**config.mk**
```make
export PLATFORM = sky130hd
export DESIGN_NAME = ram_burst_reader
export DESIGN_NICKNAME = d
export VERILOG_FILES = /design/src/rtl/ram_burst_reader.sv
export SDC_FILE = /design/constraint.sdc
export NUM_CORES = 1
export LEC_CHECK = 0
export ABC_AREA = 0
export BUFFER_PORTS_ARGS = -buffer_cell sky130_fd_sc_hd__clkbuf_2
export CAP_MARGIN = 25
export CORE_ASPECT_RATIO = 2
export CORE_MARGIN = 3
export CORE_UTILIZATION = 35
export DETAILED_ROUTE_END_ITERATION = 10
export PLACE_DENSITY = 0.52
export SYNTH_ARGS = -nofsm -noshare
export SYNTH_HDL_FRONTEND = slang
export SYNTH_SLANG_ARGS = --single-unit
```
**constraint.sdc**
```tcl
create_clock -name clka -period 4.4 [get_ports clka]
set_input_delay 0.44 -clock clka [delete_from_list [all_inputs] [get_ports clka]]
set_output_delay 0.44 -clock clka [all_outputs]
set_load 0.1 [all_outputs]
```
**src/rtl/ram_burst_reader.sv**
```systemverilog
// Burst read sequencer: issues consecutive RAM reads and streams the words out with m_last on the final beat.
// Optional stall counter output enabled by defining RAM_BURST_READER_STALL_CNT_EN.
module ram_burst_reader #(
    parameter int depth      = 16,
    parameter int data_width = 32,
    parameter int addr_width = 32
) (
    input  logic                  clka,
    input  logic                  rsta_n,
    input  logic                  start,
    input  logic [addr_width-1:0] base_addr,
    input  logic [addr_width-1:0] length,
    output logic                  busy,
    output logic                  done,
    output logic                  ram_wea,
    output logic [addr_width-1:0] ram_addra,
    input  logic [data_width-1:0] ram_douta,
    output logic                  m_valid,
    input  logic                  m_ready,
    output logic [data_width-1:0] m_data,
    output logic                  m_last
`ifdef RAM_BURST_READER_STALL_CNT_EN
    ,
    output logic [31:0]           stall_cnt
`endif
);

    typedef enum logic [1:0] {IDLE, RUN, DRAIN} state_t;

    state_t                  state, state_next;
    logic [addr_width-1:0]   len_q;
    logic [addr_width-1:0]   issued;
    logic                    issue_v, issue_last;
    logic                    data_v, data_last;
    logic [data_width-1:0]   fifo_data [4];
    logic                    fifo_last [4];
    logic [1:0]              rd_ptr, wr_ptr;
    logic [2:0]              count;
    logic [2:0]              credit_used;
    logic                    accept, issue, pop, burst_end;

    function automatic logic [addr_width-1:0] next_addr(input logic [addr_width-1:0] a);
        next_addr = (a >= addr_width'(depth - 1)) ? '0 : a + addr_width'(1);
    endfunction

    // Stream: a beat transfers when m_valid && m_ready; m_valid/m_data/m_last hold until then.
    assign ram_wea = 1'b0;
    assign m_valid = (count != 3'd0);
    assign m_data  = fifo_data[rd_ptr];
    assign m_last  = m_valid & fifo_last[rd_ptr];

    // Reads still in the RAM pipeline count against the FIFO so a push never finds it full.
    assign credit_used = count + {2'b00, issue_v} + {2'b00, data_v};

    always_comb begin
        state_next = state;
        accept     = start && (state == IDLE) && !busy;
        pop        = m_valid && m_ready;
        burst_end  = (state == DRAIN) && pop && m_last;
        issue      = (state == RUN) && (issued < len_q) && (credit_used < 3'd4);
        case (state)
            IDLE: begin
                if (accept && (length != '0))
                    state_next = (length == addr_width'(1)) ? DRAIN : RUN;
            end
            RUN: begin
                if (issue && (issued + addr_width'(1) == len_q))
                    state_next = DRAIN;
            end
            DRAIN: begin
                if (burst_end)
                    state_next = IDLE;
            end
            default: state_next = IDLE;
        endcase
    end

    always_ff @(posedge clka) begin
        if (!rsta_n) begin
            state      <= IDLE;
            busy       <= 1'b0;
            done       <= 1'b0;
            ram_addra  <= '0;
            len_q      <= '0;
            issued     <= '0;
            issue_v    <= 1'b0;
            issue_last <= 1'b0;
            data_v     <= 1'b0;
            data_last  <= 1'b0;
            rd_ptr     <= 2'd0;
            wr_ptr     <= 2'd0;
            count      <= 3'd0;
            for (int i = 0; i < 4; i++) begin
                fifo_data[i] <= '0;
                fifo_last[i] <= 1'b0;
            end
        end else begin
            state <= state_next;
            done  <= burst_end | (accept && (length == '0));
            busy  <= (state_next != IDLE) | burst_end;

            // The accept itself is the first issue, so the address is on the RAM one cycle later.
            if (accept && (length != '0)) begin
                ram_addra  <= base_addr;
                len_q      <= length;
                issued     <= addr_width'(1);
                issue_v    <= 1'b1;
                issue_last <= (length == addr_width'(1));
            end else if (issue) begin
                ram_addra  <= next_addr(ram_addra);
                issued     <= issued + addr_width'(1);
                issue_v    <= 1'b1;
                issue_last <= (issued + addr_width'(1) == len_q);
            end else begin
                issue_v    <= 1'b0;
                issue_last <= 1'b0;
            end

            data_v    <= issue_v;
            data_last <= issue_last;

            if (data_v) begin
                fifo_data[wr_ptr] <= ram_douta;
                fifo_last[wr_ptr] <= data_last;
                wr_ptr            <= wr_ptr + 2'd1;
            end
            if (pop)
                rd_ptr <= rd_ptr + 2'd1;
            count <= count + {2'b00, data_v} - {2'b00, pop};
        end
    end

`ifdef RAM_BURST_READER_STALL_CNT_EN
    always_ff @(posedge clka) begin
        if (!rsta_n)
            stall_cnt <= '0;
        else if (accept)
            stall_cnt <= '0;
        else if (m_valid && !m_ready && (stall_cnt != '1))
            stall_cnt <= stall_cnt + 32'd1;
    end
`endif

endmodule

```
======== After elaboration in Yosys (flattened, before gate mapping) ========
Memories as Yosys holds them, arrays and structs flattened. A register that Yosys moved wholly into a read port is not among the register bits.
Cells that the tools add are included.
cells by class
  bitwise operators ....................... 4
  equality and inequality tests ........... 4
  div/mod/pow operators ................... 0
  $lt $le $gt $ge ......................... 3
  shifts and indexed selects .............. 0
  $mul .................................... 0
  reductions and logical operators ........ 20
  $add $sub $neg .......................... 8
  multiplexer cells ....................... 28
operator list
  kind                                                                                   number
  32-bit 2-to-1 mux                                                                      4
  32-bit by 1-bit adder with 32-bit output (second input constant)                       2
  32-bit by 1-bit == test with 1-bit output (second input constant)                      1
  32-bit == test                                                                         1
  32-bit by 4-bit greater-or-equal comparator with 1-bit output (second input constant)  1
  32-bit logical NOT                                                                     1
  32-bit less-than comparator                                                            1
  32-bit nonzero test                                                                    1
  32-bit OR reduction                                                                    1
  2-bit 2-to-1 mux                                                                       10
  1-bit 2-to-1 mux                                                                       13
  1-bit logical AND                                                                      10
  3-bit by 1-bit adder with 3-bit output                                                 3
  2-bit case mux with 3 select lines                                                     1
  2-bit by 1-bit adder with 2-bit output (second input constant)                         2
  2-bit nonzero test                                                                     2
  3-bit less-than comparator (second input constant)                                     1
  3-bit nonzero test                                                                     1
  3-bit by 1-bit subtractor with 3-bit output                                            1
  2-bit by 1-bit == test with 1-bit output (second input constant)                       1
  2-bit == test (second input constant)                                                  1
  2-bit logical NOT                                                                      1
  1-bit OR                                                                               2
  2-bit OR reduction                                                                     1
  4 further kinds                                                                        4
storage, ports and cells
  bits in latches ......................... 0
  memory bits (writable) .................. 132
  logic and storage cells ................. 83
  memories kept ........................... 2
  register bits ........................... 111
  memory bits (read-only) ................. 0
memories
  name       words  width  read ports  clocked after memory_dff  wr ports  RTL line  source
  fifo_data  4      32     1           1                         4         35        logic [data_width-1:0] fifo_data [4];
  fifo_last  4      1      1           1                         4         36        logic fifo_last [4];

======== Depth between registers and ports, before layout ========
Gate-level depths: netlist of run 1.
  depth after elaboration ................. 9
  depth in mapped cells ................... 13

======== Worst setup path before layout of run 1 ========
Ideal clock, no wire load.
  path type ............................... reg-to-reg
  from .................................... register wr_ptr[0]
  to ...................................... memory fifo_last[2]
  required time ........................... 4.138 ns
  arrival ................................. 3.204 ns
  period minus slack after synthesis ...... 3.465 ns
  path slack .............................. 0.935 ns
  library setup time ...................... 0.262 ns
  cell stages (with the launch flop) ...... 5
  buffers on the path ..................... 1
  cell sequence ........................... dfxtp_1 > nand2b_1 > clkbuf_1 > o21ai_0 > o22ai_1
RTL lines
  element                 RTL line  source
  from (decl)             37        logic [1:0] rd_ptr, wr_ptr;
  from (signal assigned)  125       wr_ptr <= wr_ptr + 2'd1;
  to (decl)               36

======== Final worst setup path of run 1 ========
  from .................................... register issued[0]
  to ...................................... register state[1]
on the way
  cells in the longest elaborated chain, start to end .. 6
  elaborated cells on any way between the ends .. 8
  classes of those cells .................. add/sub: 1; order compare: 1; eq/ne: 1; mux: 2; reduce/logical: 3
ends and longest elaborated chain
  element                                                                                           RTL line  source
  from (decl)                                                                                       32        logic [addr_width-1:0] issued;
  from (signal assigned)                                                                            106       issued <= addr_width'(1);
  from (signal assigned)                                                                            111       issued <= issued + addr_width'(1);
  parallel branches: the longest is 3 deep, another holds 32-bit by 1-bit adder with 32-bit output  n/a
  1-bit logical AND (*)                                                                             67        if (issue && (issued + addr_width'(1) == len_q))
  2-bit 2-to-1 mux (*)                                                                              67
  2-bit case mux with 3 select lines (*)                                                            61        case (state)
  to (signal assigned)                                                                              98        state <= state_next;
  to (decl)                                                                                         30        state_t state, state_next;
Every way passes the cells marked *.
A chain may end at the register's enable or synchronous reset.

==> summary.txt, run 1 <==
Synth
  – FFs w/ async S/R, synth: 0
  – Mean area per synthesized cell: 10.1 µm²
  – Post-synth top flop: edfxtp_1
  – Top cells by instance count after synthesis: nand2_1, edfxtp_1, nor2_1
  – Post-Syn Nets: 1,323
  – Post-synth top area share: 0.323
  – Register area share after synthesis: 0.517
  – Cell Area, Synth: 12,000 µm²
  – Biggest area consumer among synthesized cells: edfxtp_1
  – Yosys warns: 0
  – Post-synth EDFFs: 129
  – Post-synthesis cell type count: 68
  – Most numerous cell in the Yosys netlist: nand2_1
  – Top cells by area, synth: edfxtp_1, dfxtp_1, mux4_2
  – Post-Syn Instances: 1,185
  – Flops & latches, synth: 245

STA
  – Relative slew slack: 0.366
  – Setup TNS Final: 0 ns
  – Crit path time final: 3.47 ns
  – RSZ-0062 raised after global routing: false
  – Tcrit/Tclk final: 0.789
  – Finish-stage setup viols: 0
  – Final hold vios: 0
  – Worst Tran Pin Value: 0.938 ns
  – Slew Viols, Final: 0
  – Worst Skew: 0.0275 ns
  – Max Fclk: 288 MHz

Clock tree
  – Clock transition at path regs: 0.07 ns
  – Hold buffer count at CTS: 0
  – Root Buffer Master: clkbuf_16
  – CTS tree: yes
  – Clk sinks: 245
  – Total CTS buffers: 23
  – Clock tree buffer depth: 3
  – Clk Latency, worst-skew pair: 0.53 ns
  – Post-CTS Setup Bufs: 0
  – H-tree level count: 1
  – CTS resizes: 0

Floorplan
  – Core area: 33,800 µm²
  – Die H: 268 µm
  – Die area: 36,600 µm²
  – I/O pins: 169
  – Initial Utilization: 0.355
  – Die X: 137 µm
  – Site row count: 95

Worst setup path
  – Crit Path Class: flop to flop
  – WP data required: 4.85 ns
  – Crit path DAT: 3.93 ns
  – CP endpoint kind: flop
  – R2R cell count: 9
  – Worst setup SP type: flop
  – Worst-path fanout max: 7

Global routing
  – First-pass GRT wire length: 51,700 µm
  – Grt ovf: 0
  – Vias in the first global route: 9,323
  – Initial antenna violation count: 1
  – Total track usage: 0.184
  – Largest net degree at the start of global routing: 71

Cells and area
  – Cell area after layout: 14,100 µm²
  – Area delta synth->final: 17.5%
  – Final #Nets: 1,473
  – Filler Cell Count: 3,369
  – Register area: 6200 µm²
  – Layout cells sized above 1: 0.208
  – Multi-input gate area: 5270 µm²

Placement
  – Port bufs: 167
  – Placement Cell Area: 13,300 µm²
  – Routability cong.: 0.890
  – DP Wirelength: 24,900 µm

Worst hold path
  – Worst hold stages: 3
  – Worst hold path class: input pin to flop

Power
  – Pwr/cell area: 468 nW/µm²
  – Total leakage power: 5.58 nW
  – VDD IR max: 0.000334 V

Drt
  – Per-cell routed wire length: 19.0 µm
  – DR pass1 iterations: 4
  – Drt first-iter violations: 417
  – Vias per cell: 5.09
  – Post-route DRC: 0
  – Final WL: 34,000 µm
  – Routed Antenna Nets: 0
  – Vias: 9,103

Run status
  – Status: complete, no violations

Job
  – Max-cap violations: 0
==> layout make-up <==
type,count,area share
multi-input combinational,798,0.374
sequential,245,0.440
clock buffer,25,0.0414
antenna,1,0.000178
timing repair buffer,191,0.0721
clock inverter,17,0.0137
inverter,76,0.0203
tap,436,0.0387
==> metal layers <==
| metal | up-vias | track usage | wire length, µm |
|---|---|---|---|
| li1 | 4481 | - | - |
| met1 | 4358 | 0.177 | 11300 |
| met2 | 189 | 0.372 | 19800 |
| met3 | 75 | 0.0195 | 1130 |
| met4 | 0 | 0.0942 | 1750 |
| met5 | - | 0 | 0 |
==> metrics by stage <==
stage               total power [mW]  worst slack, ns  cells  utilization  hold slack (ns)
finish                          6.59            0.927   1789        0.417            0.124
global route                    6.87            0.711   1789        0.417            0.121
CTS                             6.69            0.894   1788        0.417           0.0914
detailed placement              4.59            0.874   1746        0.394            0.423
global placement                4.58            0.919   1746        0.394            0.427
floorplan                       4.19            0.935   1185            -            0.412
==> cells by family after synthesis <==
logic type               after synthesis  synth area share
flip-flops                           245             0.517
AND/OR/NAND/NOR                      487             0.197
multiplexers                          34            0.0629
AO/OA/AOI/OAI                        160            0.0775
other                                  1          0.000313
XOR/XNOR                              78            0.0570
adder cells (fa/ha/maj)               38            0.0403
buffers and inverters                142            0.0478
==> where the power goes <==
part / switching (mW) / internal (mW) / total, mW / leakage (nW)
clock network: 0.890 / 1.20 / 2.09 / 0.365
logic: 1.41 / 0.454 / 1.86 / 2.94
registers: 0.116 / 2.53 / 2.64 / 2.28
==> flip-flops by register name, summed over array words and instances (netlist names), named ones only <==
name / flops
issue_v: 1
state: 2
count: 3
fifo_data: 128
fifo_last: 4
data_v: 1
issue_last: 1
busy: 1
wr_ptr: 2
done: 1
ram_addra: 32
data_last: 1
len_q: 32
rd_ptr: 2
issued: 32
==> worst max-delay path, stage by stage, from the launching register on <==
cell      delay, ns
dfxtp_1        0.43
ha_1           0.33
nand3_4        0.16
or3_1          0.56
nor4_1         0.70
xnor2_1        0.12
a221oi_1       0.44
nand4_1        0.24
o21a_1         0.28
a21oi_2        0.13
==> path summary, 6_finish.rpt <==
kind / start / to / slack, ns
setup / recovery: issued[0]$_SDFFE_PN0P_ / state[1]$_SDFF_PN0_ / 0.93
hold / removal: base_addr[24] / ram_addra[24]$_SDFFE_PN0P_ / 0.12
setup reg to reg: issued[0]$_SDFFE_PN0P_ / state[1]$_SDFF_PN0_ / 0.93
hold reg to reg: issue_last$_SDFF_PN0_ / data_last$_SDFF_PN0_ / 0.43
==> cell usage in the layout (no fill, tap or decap), types with 26 or more instances in the layout <==
cell type and count:
clkbuf_2 167, xor2_1 45, o21ai_0 26, ha_1 37
xnor2_1 33, a21oi_1 88, edfxtp_1 129, and2_1 40
inv_1 75, nor2_1 117, nand4_1 30, dfxtp_1 115
nand3_1 51, nand2_1 153, mux4_2 33
No activity file was read; power rests on OpenSTA's default activity.
==> run 2, diff against run 1 <==
--- a/config.mk
+++ b/config.mk
@@ -5,14 +5,14 @@
 export SDC_FILE = /design/constraint.sdc
 export NUM_CORES = 1
 export LEC_CHECK = 0
-export ABC_AREA = 0
+export ABC_AREA = 1
 export BUFFER_PORTS_ARGS = -buffer_cell sky130_fd_sc_hd__clkbuf_2
 export CAP_MARGIN = 25
 export CORE_ASPECT_RATIO = 2
 export CORE_MARGIN = 3
 export CORE_UTILIZATION = 35
 export DETAILED_ROUTE_END_ITERATION = 10
-export PLACE_DENSITY = 0.52
+export PLACE_DENSITY = 0.54
 export SYNTH_ARGS = -nofsm -noshare
 export SYNTH_HDL_FRONTEND = slang
 export SYNTH_SLANG_ARGS = --single-unit
==> constraint.sdc (replaced) <==
create_clock -name clka -period 3.1 [get_ports clka]
set_input_delay 0.31 -clock clka [delete_from_list [all_inputs] [get_ports clka]]
set_output_delay 0.31 -clock clka [all_outputs]
set_load 0.1 [all_outputs]
==> run 2 against run 1 <==
Synthesized cell count is 29% higher. Worst hold slack worse by 0.099 ns. Non-clock buffer count is 4 higher. Critical path depth is 5 lower. First-iteration DRC count is 48% higher. Die area is 2.3% higher. Worst setup slack worse by 0.61 ns. Critical endpoint is now m_data[26]. Highest routed layer unchanged.
==> summary.txt, run 2 <==
Run status
  – Status: complete, no violations

Synth
  – Register area share after synthesis: 0.505
  – Flops & latches, synth: 245
  – Top cells by instance count after synthesis: nand2_1, nor2_1, inv_1
  – Yosys warns: 0
  – Post-synth top area share: 0.315
  – FFs w/ async S/R, synth: 0
  – Post-Syn Nets: 1,666
  – Post-Syn Instances: 1,528
  – Top cells by area, synth: edfxtp_1, dfxtp_1, nand2_1
  – Post-synthesis cell type count: 41
  – Biggest area consumer among synthesized cells: edfxtp_1
  – Most numerous cell in the Yosys netlist: nand2_1
  – Mean area per synthesized cell: 8.04 µm²
  – Cell Area, Synth: 12,300 µm²
  – Post-synth top flop: edfxtp_1
  – Post-synth EDFFs: 129

STA
  – Setup TNS Final: 0 ns
  – Finish-stage setup viols: 0
  – Tcrit/Tclk final: 0.896
  – RSZ-0062 raised after global routing: false
  – Worst Skew: 0.0210 ns
  – Worst Tran Pin Value: 0.742 ns
  – Slew Viols, Final: 0
  – Crit path time final: 2.78 ns
  – Final hold vios: 0
  – Max Fclk: 360 MHz
  – Relative slew slack: 0.505

Worst setup path
  – Critical R2R Launch: issued[16]$_SDFFE_PP0P_
  – Worst-path fanout max: 65
  – Worst setup SP type: flop
  – CP endpoint kind: output port
  – Crit path largest cell delay: 0.55 ns
  – Worst reg-to-reg setup slack: 0.46 ns
  – Cell family with most CP delay: buffers and inverters
  – Levels on crit path: 4
  – Critical Path Sink: m_data[26]
  – Bufs and invs on worst path: 2
  – CP Cell Sequence: buf_4 > o21ai_0 > o22ai_1 > clkbuf_2
  – Crit Path Class: flop to output port
  – Critical-path top delay cell: buf_4
  – Crit path DAT: 2.47 ns
  – WP data required: 2.79 ns
  – R2R cell count: 15
  – R2r endpoint: busy$_SDFF_PN0_

Floorplan
  – Die X: 138 µm
  – Die H: 271 µm
  – Core area: 34,500 µm²
  – Initial Utilization: 0.356
  – Die area: 37,500 µm²
  – I/O pins: 169
  – Site row count: 96

Drt
  – Per-cell routed wire length: 17.1 µm
  – DR pass1 iterations: 5
  – Vias: 10,800
  – Final WL: 36,600 µm
  – Routed Antenna Nets: 0
  – Vias per cell: 5.02
  – Drt first-iter violations: 618
  – Post-route DRC: 0

Cells and area
  – Filler Cell Count: 3,499
  – Antenna fix cells: 0
  – Most flops, register: fifo_data
  – Max FFs per register: 128
  – Area delta synth->final: 18.7%
  – Commonest non-fill, non-tap cell in the layout: nand2_1
  – Register area: 6200 µm²
  – Layout cells sized above 1: 0.153
  – Most frequent cells in the layout: nand2_1, nor2_1, inv_1
  – Cell area after layout: 14,600 µm²
  – Multi-input gate area: 5140 µm²
  – Final #Nets: 1,823

Placement
  – Placement Cell Area: 13,700 µm²
  – Port bufs: 167
  – DP Wirelength: 26,000 µm
  – Routability cong.: 0.925

Job
  – Max-cap violations: 0

Global routing
  – Vias in the first global route: 10,900
  – Grt ovf: 0
  – Initial antenna violation count: 0
  – Largest net degree at the start of global routing: 66
  – First-pass GRT wire length: 57,100 µm
  – Total track usage: 0.190

Clock tree
  – Clk sinks: 245
  – CTS tree: yes
  – Total CTS buffers: 24
  – Clock transition at path regs: 0.06 ns
  – H-tree level count: 1
  – Clock tree buffer depth: 3
  – Post-CTS Setup Bufs: 0
  – CTS resizes: 0
  – Root Buffer Master: clkbuf_16
  – Clk Latency, worst-skew pair: 0.54 ns

Power
  – VDD IR max: 0.000544 V
  – Total leakage power: 6.27 nW
  – Pwr/cell area: 778 nW/µm²

Worst hold path
  – Worst hold path class: input pin to flop
run 2: changes by cell type after synthesis, moves of 13 or more:
| cell | change |
|---|---|
| xor2_1 | -35 |
| mux4_2 | -33 |
| or3_1 | -13 |
| nand3_1 | +19 |
| o21ai_0 | +82 |
| xnor2_1 | -32 |
| nand2_1 | +145 |
| o22ai_1 | +31 |
| nor2_1 | +170 |
| and2_1 | -39 |
| nand4_1 | -26 |
| inv_1 | +100 |
| a211oi_1 | +23 |
run 2: area by class of cell:
class	instances	share of cell area
Clock inverter	14	0.0164
Tap cell	441	0.0379
Sequential cell	245	0.425
Multi-Input combinational cell	1041	0.353
Clock buffer	30	0.0442
Timing Repair Buffer	195	0.0776
Inverter	178	0.0458
run 2: kinds of logic (layout without fill, tap and decap cells):
logic type | after synthesis | after routing | share of synthesized area
AO/OA/AOI/OAI | 278 | 278 | 0.124
AND/OR/NAND/NOR | 711 | 711 | 0.242
flip-flops | 245 | 245 | 0.505
other | 1 | 1 | 0.000305
XOR/XNOR | 13 | 13 | 0.0118
buffers and inverters | 242 | 417 | 0.0777
adder cells (fa/ha/maj) | 38 | 38 | 0.0393
run 2: layer usage:
| metal | up-vias | routed length (µm) | global-route usage |
|---|---|---|---|
| met3 | 91 | 1250 | 0.0198 |
| li1 | 5337 | - | - |
| met2 | 248 | 20500 | 0.382 |
| met4 | 0 | 2030 | 0.0992 |
| met1 | 5096 | 12800 | 0.186 |
| met5 | - | 0 | 0 |
run 2: what timing repair did:
action | CTS | global route
setup endpoints to repair | 0 | 0
hold buffers | 3 | 0
endpoints found under the hold margin | 3 | 0
run 2: worst min-delay path by stage:
stage / start / endpoint / slack [ns] / depth (start not counted)
after floorplan: issue_last$_SDFF_PN0_ / data_last$_SDFF_PN0_ / 0.39 / 2
after global placement: issue_v$_SDFF_PN0_ / data_v$_SDFF_PN0_ / 0.42 / 2
after detailed placement: issue_v$_SDFF_PN0_ / data_v$_SDFF_PN0_ / 0.42 / 2
after CTS: base_addr[22] / ram_addra[22]$_SDFFE_PN0P_ / 0.001 / 3
after global routing: base_addr[28] / ram_addra[28]$_SDFFE_PN0P_ / 0.01 / 3
final: base_addr[22] / ram_addra[22]$_SDFFE_PN0P_ / 0.02 / 3
run 2: where the power goes:
part           leakage (nW)  internal (mW)  switching (mW)
clock                 0.421           2.05            1.28
sequential             2.28           3.72           0.210
combinational          3.56          0.898            3.18
run 2: worst min-delay path, cell delays in order:
cell and delay, ns:
clkbuf_2 0.08, nand2_1 0.05, a21oi_1 0.05
run 2: metrics by stage:
stage                     total power, mW  hold WS, ns  utilization  cells  setup slack (ns)
after CTS                            11.5      0.00145        0.423   2144             0.292
after global placement               8.07        0.423        0.396   2097             0.436
final                                11.3       0.0246        0.423   2144             0.322
after floorplan                      7.09        0.390            -   1528             0.150
after detailed placement             8.11        0.424        0.396   2097             0.432
after global routing                 11.9       0.0129        0.423   2144             0.177
==> run 3, diff against run 2 <==
--- a/config.mk
+++ b/config.mk
@@ -10,9 +10,9 @@
 export CAP_MARGIN = 25
 export CORE_ASPECT_RATIO = 2
 export CORE_MARGIN = 3
-export CORE_UTILIZATION = 35
+export CORE_UTILIZATION = 51
 export DETAILED_ROUTE_END_ITERATION = 10
-export PLACE_DENSITY = 0.54
+export PLACE_DENSITY = 0.75
 export SYNTH_ARGS = -nofsm -noshare
 export SYNTH_HDL_FRONTEND = slang
 export SYNTH_SLANG_ARGS = --single-unit
==> run 3 against run 2 <==
Clock skew shrank 0.014 ns. Die area shrank 30%. First-iteration DRC count grew 22%. Final cell count shrank 7.7%. Clock power shrank 16%. Worst hold slack lost 0.0013 ns. Design area grew 0.59%. Routed wire length shrank 9.9%. Highest routed layer unchanged.
==> summary.txt, run 3 (synthesis results as in run 2) <==
Cells and area
  – Most flops, register: fifo_data
  – Most frequent cells in the layout: nand2_1, nor2_1, inv_1
  – Max FFs per register: 128
  – Area delta synth->final: 19.4%
  – Commonest non-fill, non-tap cell in the layout: nand2_1
  – Multi-input gate area: 5140 µm²
  – Filler Cell Count: 2,096
  – Antenna fix cells: 0
  – Register area: 6200 µm²
  – Fin util: 0.623
  – Finished Layout Cells: 1,979
  – Layout cells sized above 1: 0.152
  – Final #Nets: 1,818

Power
  – NetSw: 4.61 mW
  – VDD IR max: 0.000572 V
  – Comb pwr share: 0.408
  – Pwr/cell area: 774 nW/µm²
  – Clock Power Share: 0.246
  – Flop pwr share: 0.346
  – Total leakage power: 6.35 nW
  – Switching part of the total: 0.406
  – P_int: 6.74 mW

STA
  – Worst Hold Slack: 0.0233 ns
  – Final WS setup: 0.373 ns
  – Setup TNS Final: 0 ns
  – Crit path time final: 2.73 ns
  – Worst Skew: 0.00726 ns
  – Max Fclk: 367 MHz
  – Relative slew slack: 0.508
  – Final hold vios: 0
  – Tcrit/Tclk final: 0.880
  – Worst Tran Pin Value: 0.737 ns
  – Slew Viols, Final: 0
  – RSZ-0062 raised after global routing: false
  – Finish-stage setup viols: 0

Clock tree
  – Total CTS buffers: 22
  – Clock transition at path regs: 0.07 ns
  – Clk Latency, worst-skew pair: 0.51 ns
  – CTS resizes: 0
  – Clock tree buffer depth: 3
  – H-tree level count: 1
  – CTS tree: yes
  – Post-CTS Setup Bufs: 0
  – Root Buffer Master: clkbuf_16
  – Clk sinks: 245
  – Hold buffer count at CTS: 0

Drt
  – Vias: 10,900
  – Final WL: 33,000 µm
  – DR pass1 iterations: 5
  – Per-cell routed wire length: 16.7 µm
  – Routed Antenna Nets: 0
  – Post-route DRC: 0
  – Drt first-iter violations: 754
  – Vias per cell: 5.49

Worst setup path
  – Crit path DAT: 3.13 ns
  – Worst reg-to-reg setup slack: 0.37 ns
  – Worst-path fanout max: 6
  – Worst setup SP type: flop
  – Crit Path Class: flop to flop
  – CP endpoint kind: flop
  – WP data required: 3.50 ns

Floorplan
  – Die X: 116 µm
  – Site row count: 79
  – I/O pins: 169
  – Initial Utilization: 0.522
  – Core area: 23,500 µm²
  – Die area: 26,100 µm²
  – Die H: 225 µm

Placement
  – DP Wirelength: 23,500 µm
  – Pre-CTS setup slack: 0.484 ns
  – Routability cong.: 0.948
  – Placed insts: 1,939
  – Port bufs: 167

Global routing
  – Grt ovf: 0
  – Largest net degree at the start of global routing: 68
  – Initial antenna violation count: 0
  – First-pass GRT wire length: 52,700 µm
  – Total track usage: 0.254
  – Vias in the first global route: 11,000

Worst hold path
  – Worst hold path class: input pin to flop

Run status
  – Status: complete, no violations

Job
  – Max-cap violations: 0
[run 3: path summary, 6_finish.rpt]
kind / from / endpoint / cells after the start
min reg2reg: issue_last$_SDFF_PN0_ / data_last$_SDFF_PN0_ / 2
max: issued[1]$_SDFFE_PP0P_ / busy$_SDFF_PN0_ / 16
min: base_addr[5] / ram_addra[5]$_SDFFE_PN0P_ / 3
max reg2reg: issued[1]$_SDFFE_PP0P_ / busy$_SDFF_PN0_ / 16
[run 3: final cells by class]
cell class	instances	area share
Clock buffer	31	0.0440
Inverter	178	0.0456
Clock inverter	9	0.00657
Tap cell	283	0.0242
Sequential cell	245	0.423
Timing Repair Buffer	192	0.106
Multi-Input combinational cell	1041	0.351
[run 3: worst max-delay path: stages, from the launching register on]
cell     delay (ns)
dfxtp_1        0.42
ha_1           0.26
nand2_2        0.09
nor2_4         0.21
nand2_2        0.12
nor2_4         0.20
nand3_1        0.12
nand3_1        0.10
nand2_1        0.05
nor2_1         0.35
nand2_1        0.11
nor2_1         0.13
nand4_2        0.18
nand2_1        0.10
nand2_1        0.06
nand2_2        0.07
nand3_2        0.06
[run 3: metrics by stage]
step / total power [mW] / instance area, µm²
global route: 11.9 / 14700
CTS: 11.4 / 14700
global placement: 8.56 / 13900
finish: 11.3 / 14700
detailed placement: 8.64 / 13900
floorplan: 7.09 / 12300
[run 3: layer usage]
layer | routed length (µm) | part of all wire | GRT usage
met2 | 18300 | 0.55 | 0.490
met5 | 0 | 0 | 0
met4 | 1830 | 0.055 | 0.140
met3 | 1300 | 0.040 | 0.0288
met1 | 11600 | 0.35 | 0.256
[run 3: power by group through the flow]
stage	Sequential, mW	Clock, mW	Combinational (mW)
floorplan	4.20	0	2.89
global placement	3.98	0	4.58
detailed placement	3.99	0	4.64
CTS	3.93	2.86	4.65
global route	3.96	2.98	4.94
finish	3.93	2.79	4.63
